--- src/rtl/da_shift_accumulator.sv ---
// Bit-plane shift-accumulator for the DA FIR datapath: resolves each redundant
// sum/carry plane, weights it by 2^k, and emits one signed sample per B planes.
module da_shift_accumulator #(
    parameter int IN_W  = 16,
    parameter int B     = 16,
    parameter int OUT_W = 34
) (
    input  logic             clk,
    input  logic             rst_n,
    input  logic             in_valid,
    output logic             in_ready,
    input  logic             in_first,
    input  logic [IN_W-1:0]  in_sum,
    input  logic [IN_W-1:0]  in_carry,
    output logic             out_valid,
    input  logic             out_ready,
    output logic [OUT_W-1:0] out_data,
    output logic             frame_err
);
    localparam int KW = (B > 1) ? $clog2(B) : 1;
    localparam int PW = IN_W + 2;
    localparam logic [KW-1:0] K_LAST = KW'(B - 1);

    logic [KW-1:0]    k_reg;
    logic [OUT_W-1:0] acc_reg;
    logic             out_valid_reg;
    logic [OUT_W-1:0] out_data_reg;
    logic             frame_err_reg;

    logic [PW-1:0]    p;
    logic [OUT_W-1:0] p_ext;
    logic [OUT_W-1:0] p_shift;
    logic [OUT_W-1:0] acc_base;
    logic [OUT_W-1:0] acc_next;
    logic [KW-1:0]    k_eff;
    logic             accept;
    logic             last_plane;
    logic             restart;
    logic             missing_first;
    logic             load_result;

    // sum + 2*carry at IN_W+2 bits cannot overflow
    assign p = {{2{in_sum[IN_W-1]}}, in_sum} + {in_carry[IN_W-1], in_carry, 1'b0};
    assign p_ext = {{(OUT_W - PW){p[PW-1]}}, p};

    // A plane flagged in_first always restarts the sample at plane 0
    assign k_eff    = in_first ? '0 : k_reg;
    assign p_shift  = p_ext << k_eff;
    assign acc_base = (k_eff == '0) ? '0 : acc_reg;
    assign last_plane = (k_eff == K_LAST);
    assign acc_next = last_plane ? (acc_base - p_shift) : (acc_base + p_shift);

    // Only the plane that would overwrite a stalled result is held off
    assign in_ready = !((k_reg == K_LAST) && out_valid_reg && !out_ready);
    assign accept   = in_valid && in_ready;

    assign restart       = in_first && (k_reg != '0);
    assign missing_first = !in_first && (k_reg == '0);
    assign load_result   = accept && last_plane;

    always_ff @(posedge clk or negedge rst_n) begin
        if (!rst_n) begin
            k_reg         <= '0;
            acc_reg       <= '0;
            out_valid_reg <= 1'b0;
            out_data_reg  <= '0;
            frame_err_reg <= 1'b0;
        end else begin
            frame_err_reg <= accept && (restart || missing_first);
            if (accept) begin
                if (last_plane) begin
                    k_reg   <= '0;
                    acc_reg <= '0;
                end else begin
                    k_reg   <= k_eff + KW'(1);
                    acc_reg <= acc_next;
                end
            end
            if (load_result) begin
                out_data_reg  <= acc_next;
                out_valid_reg <= 1'b1;
            end else if (out_valid_reg && out_ready) begin
                out_valid_reg <= 1'b0;
            end
        end
    end

    assign out_valid = out_valid_reg;
    assign out_data  = out_data_reg;
    assign frame_err = frame_err_reg;

endmodule

--- config.mk ---
export PLATFORM = sky130hd
export DESIGN_NAME = da_shift_accumulator
export DESIGN_NICKNAME = d
export VERILOG_FILES = /design/src/rtl/da_shift_accumulator.sv
export SDC_FILE = /design/constraint.sdc
export NUM_CORES = 1
export LEC_CHECK = 0
export CAP_MARGIN = 10
export CORE_ASPECT_RATIO = 0.75
export CORE_MARGIN = 1.5
export CORE_UTILIZATION = 55
export DETAILED_ROUTE_END_ITERATION = 10
export PLACE_DENSITY_LB_ADDON = 0.08
export SYNTH_ARGS = -nofsm -noshare
export SYNTH_HDL_FRONTEND = slang
export SYNTH_SLANG_ARGS = --single-unit
--- constraint.sdc ---
create_clock -name clk -period 9 [get_ports clk]
set_clock_uncertainty 0.15 [all_clocks]
set_input_delay 0.9 -clock clk [delete_from_list [all_inputs] [get_ports clk]]
set_output_delay 0.9 -clock clk [all_outputs]
set_load 0.05 [all_outputs]
=== Word-level counts from Yosys, hierarchy flattened ===
Index checks and enable logic that the tools add are counted.
W data, S select, Z words.

* Input port bits: 37
* Register bits after elaboration: 74
* Output and inout port bits: 37

* $add $sub $neg: 4
* Shifts and indexed selects: 1
* Equality and inequality tests: 2
* Mux-type cells: 7
* Reductions and logical operators: 16

{| class="wikitable"
|+ Operators by type and width
! operator !! count
|-
| $mux W34 || 3
|-
| $add A34 B34 Y34 || 1
|-
| $shl A34 B4 Y34 || 1
|-
| $sub A34 B34 Y34 || 1
|-
| $add A16 B17 Y18 || 1
|-
| $eq A4 B4 Y1 const B || 2
|-
| $logic_and A1 B1 Y1 || 8
|-
| $logic_not A4 Y1 || 2
|-
| $mux W4 || 2
|-
| $add A4 B1 Y4 const B || 1
|-
| $reduce_bool A4 Y1 || 1
|-
| $logic_not A1 Y1 || 3
|-
| $mux W1 || 2
|-
| $reduce_bool A2 Y1 || 1
|-
| $logic_or A1 B1 Y1 || 1
|}

=== Depth between registers and ports, before layout ===
* Depth in word-level cells: 7
* Depth in mapped cells: 30
* Mapped depth without buffers: 29

=== Worst setup path after synthesis ===
Ideal clock, no wire load.

* Kind: input-to-reg
* From: in in_sum[1]
* To: reg out_data_reg[33], in the netlist out_data[33]
* Path slack: 2243 ps
* Stages: 28
* Arrival time: 6530 ps
* Cells stage by stage: ha_1 inv_1 fa_1 and2b_1 o221a_4 o21ai_2 a31oi_1 o21ai_1 o221ai_1 o221ai_1 a211oi_4 nand4b_4 nor2_4 or4b_4 o21ai_2 xor2_1 ha_1 a21oi_1 nor2b_1 o21ai_0 a21bo_2 nand2b_1 nand2b_1 a21oi_1 nor2_1 a211oi_1 xor3_1 o21ai_1

* Word-level cells in the longest chain between the ends: 4
* Elaborated cells on any way between the ends: 5
* Those cells by class: add/sub: 3; shift: 1; mux: 1

{| class="wikitable"
|+ Ends and longest elaborated chain
! element !! RTL line !! source
|-
| start: declaration || 13 || <nowiki>input logic [IN_W-1:0] in_sum,</nowiki>
|-
| $add A16 B17 Y18 * || 43 || <nowiki>assign p = {{2{in_sum[IN_W-1]}}, in_sum} + {in_carry[IN_W-1], in_carry, 1'b0};</nowiki>
|-
| $shl A34 B4 Y34 * || 48 || <nowiki>assign p_shift = p_ext << k_eff;</nowiki>
|-
| $add A34 B34 Y34 / $sub A34 B34 Y34 (equally long branches) || 51 || <nowiki>assign acc_next = last_plane ? (acc_base - p_shift) : (acc_base + p_shift);</nowiki>
|-
| $mux W34 * || 51 ||
|-
| end signal: assignment || 80 || <nowiki>out_data_reg <= acc_next;</nowiki>
|-
| end: declaration || 27 || <nowiki>logic [OUT_W-1:0] out_data_reg;</nowiki>
|}

Every way passes the cells marked *; elsewhere a longest branch is shown, timed or not.
A chain may end at the register's enable or synchronous reset.

=== Worst setup path after layout ===
Ends and elaborated chain as after synthesis.

==> impl_results.html <==
<table>
<tr><th>Metric</th><th>Value</th></tr>
<tr><th colspan="2">Status</th></tr>
<tr><td>Run status</td><td>complete, no violations</td></tr>
<tr><th colspan="2">Layout</th></tr>
<tr><td>Number of nets in the final layout</td><td>1101</td></tr>
<tr><td>Fraction of layout instances using a drive strength above 1</td><td>0.108</td></tr>
<tr><td>Post-route non-filler standard cell count</td><td>1214</td></tr>
<tr><td>Area grow syn2layout</td><td>13.4%</td></tr>
<tr><td>Antenna Diode Count</td><td>0</td></tr>
<tr><th colspan="2">Timing</th></tr>
<tr><td>Unrepaired setup endpoints after global routing</td><td>false</td></tr>
<tr><td>Final-layout setup total negative slack</td><td>0 ps</td></tr>
<tr><td>Ratio of final minimum period to clock period</td><td>0.878</td></tr>
<tr><td>Worst slew slack as a fraction of its limit</td><td>0.254</td></tr>
<tr><td>Final critical path time including I/O delays and setup</td><td>7900 ps</td></tr>
<tr><td>Total of endpoints with negative setup slack in the final report</td><td>0</td></tr>
<tr><td>Fmax achieved</td><td>127 MHz</td></tr>
<tr><td>Max-slew violation count</td><td>0</td></tr>
<tr><td>Final Hold Violating Endpoints</td><td>0</td></tr>
<tr><td>Transition time at the pin with the least slew margin</td><td>1120 ps</td></tr>
<tr><th colspan="2">Synthesis</th></tr>
<tr><td>Most numerous cell in the Yosys netlist</td><td>sky130_fd_sc_hd__nand2_1</td></tr>
<tr><td>Dominant combinational cell family by area after synthesis</td><td>compound AO/OA/AOI/OAI gates</td></tr>
<tr><td>Total of flip-flops plus latches after synthesis</td><td>74</td></tr>
<tr><td>Post-Syn Area per Cell</td><td>8.28 sq um</td></tr>
<tr><td>Leading area contributor after synthesis</td><td>sky130_fd_sc_hd__dfrtp_1</td></tr>
<tr><td>Commonest cells in the netlist</td><td>sky130_fd_sc_hd__nand2_1, sky130_fd_sc_hd__nor2_1, sky130_fd_sc_hd__a21oi_1, sky130_fd_sc_hd__dfrtp_1, sky130_fd_sc_hd__o21ai_0</td></tr>
<tr><td>Mapped Area</td><td>0.00803 sq mm</td></tr>
<tr><td>Gate count of the mapped netlist</td><td>969</td></tr>
<tr><td>Fraction of the mapped netlist area in compound gates</td><td>0.278</td></tr>
<tr><td>Ys async rst share</td><td>1.00</td></tr>
<tr><td>Xor and xnor area share after synthesis</td><td>0.0776</td></tr>
<tr><td>Net count after synthesis</td><td>1060</td></tr>
<tr><td>Synth top area cells</td><td>sky130_fd_sc_hd__dfrtp_1, sky130_fd_sc_hd__ha_1, sky130_fd_sc_hd__a21oi_1</td></tr>
<tr><td>Area share of and/or/nand/nor cells after synthesis</td><td>0.227</td></tr>
<tr><td>Area share of the largest cell type after synthesis</td><td>0.231</td></tr>
<tr><td>Count of warnings emitted by yosys</td><td>0</td></tr>
<tr><td>EDFF count, synth</td><td>0</td></tr>
<tr><td>Multiplexer share of the synthesized area</td><td>0.0605</td></tr>
<tr><td>Post-synth top flop</td><td>sky130_fd_sc_hd__dfrtp_1</td></tr>
<tr><td>Synth unique cells</td><td>101</td></tr>
<tr><td>Synth Area in Adders</td><td>0.0861</td></tr>
<tr><td>Sequential-to-total area share from yosys stat</td><td>0.231</td></tr>
<tr><th colspan="2">Route</th></tr>
<tr><td>Vias post-DR</td><td>7546</td></tr>
<tr><td>Detailed Routing Iterations Pass 1</td><td>5</td></tr>
<tr><td>Count of antenna-violating nets left after detailed routing</td><td>0</td></tr>
<tr><td>Sum of routed wire length over all layers</td><td>21.2 mm</td></tr>
<tr><td>Via-per-instance ratio</td><td>6.22</td></tr>
<tr><td>Count of routing violations after the opening detailed-route iteration</td><td>629</td></tr>
<tr><td>Routed length per instance</td><td>17.4 microns</td></tr>
<tr><td>Final routed DRC violation total</td><td>0</td></tr>
<tr><th colspan="2">Global route</th></tr>
<tr><td>First-pass GRT wire length</td><td>34.9 mm</td></tr>
<tr><td>Global router's overall resource usage</td><td>0.281</td></tr>
<tr><td>Maximum number of pins on one net before global-route repair</td><td>69</td></tr>
<tr><td>Remaining global-route overflow</td><td>0</td></tr>
<tr><td>Vias in the first global route</td><td>6822</td></tr>
<tr><td>Antenna violations before repair</td><td>0</td></tr>
<tr><th colspan="2">Power</th></tr>
<tr><td>Maximum vdd ir drop</td><td>0.175 mV</td></tr>
<tr><td>Power Dens Cells</td><td>233 mW/mm^2</td></tr>
<tr><td>Leakage power</td><td>3.94 nW</td></tr>
<tr><th colspan="2">CTS</th></tr>
<tr><td>CTS H-Tree Depth</td><td>3</td></tr>
<tr><td>Clk root buf</td><td>sky130_fd_sc_hd__clkbuf_16</td></tr>
<tr><td>Post-CTS setup-driven buffer insertion count</td><td>0</td></tr>
<tr><td>Latest clock arrival within the worst-skew pair</td><td>330 ps</td></tr>
<tr><td>Hold-fix buffer count after cts</td><td>0</td></tr>
<tr><td>Clk pin slew, worst setup/hold paths</td><td>60 ps</td></tr>
<tr><td>Clock tree from TritonCTS</td><td>yes</td></tr>
<tr><td>Post-cts sizing count</td><td>0</td></tr>
<tr><td>Clock Tree Buf Depth</td><td>2</td></tr>
<tr><td>TritonCTS Buffers</td><td>9</td></tr>
<tr><td>Clock sinks</td><td>74</td></tr>
<tr><th colspan="2">Hold path</th></tr>
<tr><td>Class of the tightest hold or removal check</td><td>in2async</td></tr>
<tr><th colspan="2">Place</th></tr>
<tr><td>Number of cells in the design after placement</td><td>1199</td></tr>
<tr><td>IO buf count</td><td>73</td></tr>
<tr><td>HPWL after detailed placement</td><td>16.0 mm</td></tr>
<tr><td>Gpl congestion</td><td>0.980</td></tr>
<tr><th colspan="2">Setup path</th></tr>
<tr><td>Worst-path cell with the longest stage delay</td><td>sky130_fd_sc_hd__or4b_4</td></tr>
<tr><td>Crit Path Class</td><td>in2reg</td></tr>
<tr><td>Setup crit start kind</td><td>input pin</td></tr>
<tr><td>CP top delay family</td><td>compound AO/OA/AOI/OAI gates</td></tr>
<tr><td>Bufs and invs on worst path</td><td>2</td></tr>
<tr><td>Maximum fanout along the worst path</td><td>5</td></tr>
<tr><td>Arrival time at the worst endpoint</td><td>7990 ps</td></tr>
<tr><td>Critical path capture point type</td><td>register</td></tr>
<tr><td>Delay contributed by the slowest stage of the critical path</td><td>530 ps</td></tr>
<tr><td>Crit path required time</td><td>9090 ps</td></tr>
<tr><th colspan="2">Die</th></tr>
<tr><td>Die span in y</td><td>108 microns</td></tr>
<tr><td>Die Span X</td><td>142 microns</td></tr>
<tr><td>Area of the core region</td><td>0.0144 sq mm</td></tr>
<tr><td>Row count</td><td>38</td></tr>
<tr><td>Initial Utilization</td><td>0.559</td></tr>
<tr><td>Number of top-level pins</td><td>74</td></tr>
<tr><td>Die area</td><td>0.0153 sq mm</td></tr>
<tr><th colspan="2">Flow run</th></tr>
<tr><td># Max-Cap Violations</td><td>0</td></tr>
</table>
[per-layer routing]
| metal | wire [microns] | up-vias | track usage |
|---|---|---|---|
| met2 | 8880 | 286 | 0.420 |
| met5 | 0 | - | 0 |
| met1 | 10600 | 3561 | 0.432 |
| met3 | 1510 | 15 | 0.0418 |
| met4 | 129 | 0 | 0.0420 |
| li1 | - | 3684 | - |
[power by group]
part	total, mW	switching (mW)	internal [mW]	leakage, nW
clock	0.327	0.136	0.191	0.134
combinational	1.33	0.774	0.552	2.83
sequential	0.466	0.0500	0.416	0.969
[cells in the final DEF, fill, tap and decap left out, types with 16 or more instances in the layout]
master / synthesis / final
sky130_fd_sc_hd__nand2b_1: 16 / 16
sky130_fd_sc_hd__nand2_1: 84 / 84
sky130_fd_sc_hd__xor2_1: 26 / 26
sky130_fd_sc_hd__xnor2_1: 38 / 38
sky130_fd_sc_hd__a21oi_1: 77 / 77
sky130_fd_sc_hd__inv_1: 19 / 19
sky130_fd_sc_hd__nor3_1: 21 / 21
sky130_fd_sc_hd__nor2_1: 82 / 82
sky130_fd_sc_hd__nand3_1: 22 / 21
sky130_fd_sc_hd__o21ai_0: 56 / 56
sky130_fd_sc_hd__and2_1: 40 / 40
sky130_fd_sc_hd__clkdlybuf4s50_1: 0 / 72
sky130_fd_sc_hd__a22o_1: 28 / 28
sky130_fd_sc_hd__dfrtp_1: 74 / 74
sky130_fd_sc_hd__mux2_2: 30 / 30
sky130_fd_sc_hd__ha_1: 52 / 52
[path summary, 6_finish.rpt]
kind | from | to | slack [ps] | cells past startpoint
max | in_sum[1] | out_data[33] | 1100 | 29
min | rst_n | acc_reg[33] | 220 | 1
max reg2reg | k_reg[0] | out_data[33] | 2040 | 27
min reg2reg | acc_reg[30] | acc_reg[30] | 320 | 2
max in group asynchronous | rst_n | acc_reg[1] | 7450 | 2
min in group clk | acc_reg[30] | acc_reg[30] | 320 | 2
[cell type report]
class                      count  area (sq um)
clock buffer                  10           239
multi-input combinational    823          5860
inverter                      20          75.1
timing repair buffer          82           796
tap                          200           250
fill                        1277          5260
clock inverter                 5          31.3
sequential                    74          1850
[logic make-up (layout without fill, tap and decap cells)]
group,after synthesis,count (layout)
muxes,41,41
xor gates and xnor gates,67,67
buffers and inverters,72,117
DFF,74,74
and+or+nand+nor,347,347
adders and majority gates,54,54
AOI/OAI and AO/OA,314,314
[through the flow]
step / area (sq um) / utilization / power (mW) / setup slack, ps / hold slack [ps]
finish: 9100 / 0.634 / 2.12 / 1100 / 215
global route: 9100 / 0.634 / 2.28 / 671 / 212
CTS: 9100 / 0.634 / 2.11 / 1160 / 210
detailed placement: 8830 / 0.615 / 1.77 / 817 / 311
global placement: 8830 / 0.615 / 1.76 / 876 / 303
floorplan: 8030 / - / 1.48 / 2240 / 290
[worst reg2reg max path: cells and delay by family (launching register included)]
family | cells | cell delay, ps
and+or+nand+nor | 13 | 2960
AOI/OAI and AO/OA | 8 | 1600
xor gates and xnor gates | 2 | 710
buffers and inverters | 3 | 610
DFF | 1 | 500
adders and majority gates | 1 | 350
Power figures use the tool's default switching activity.
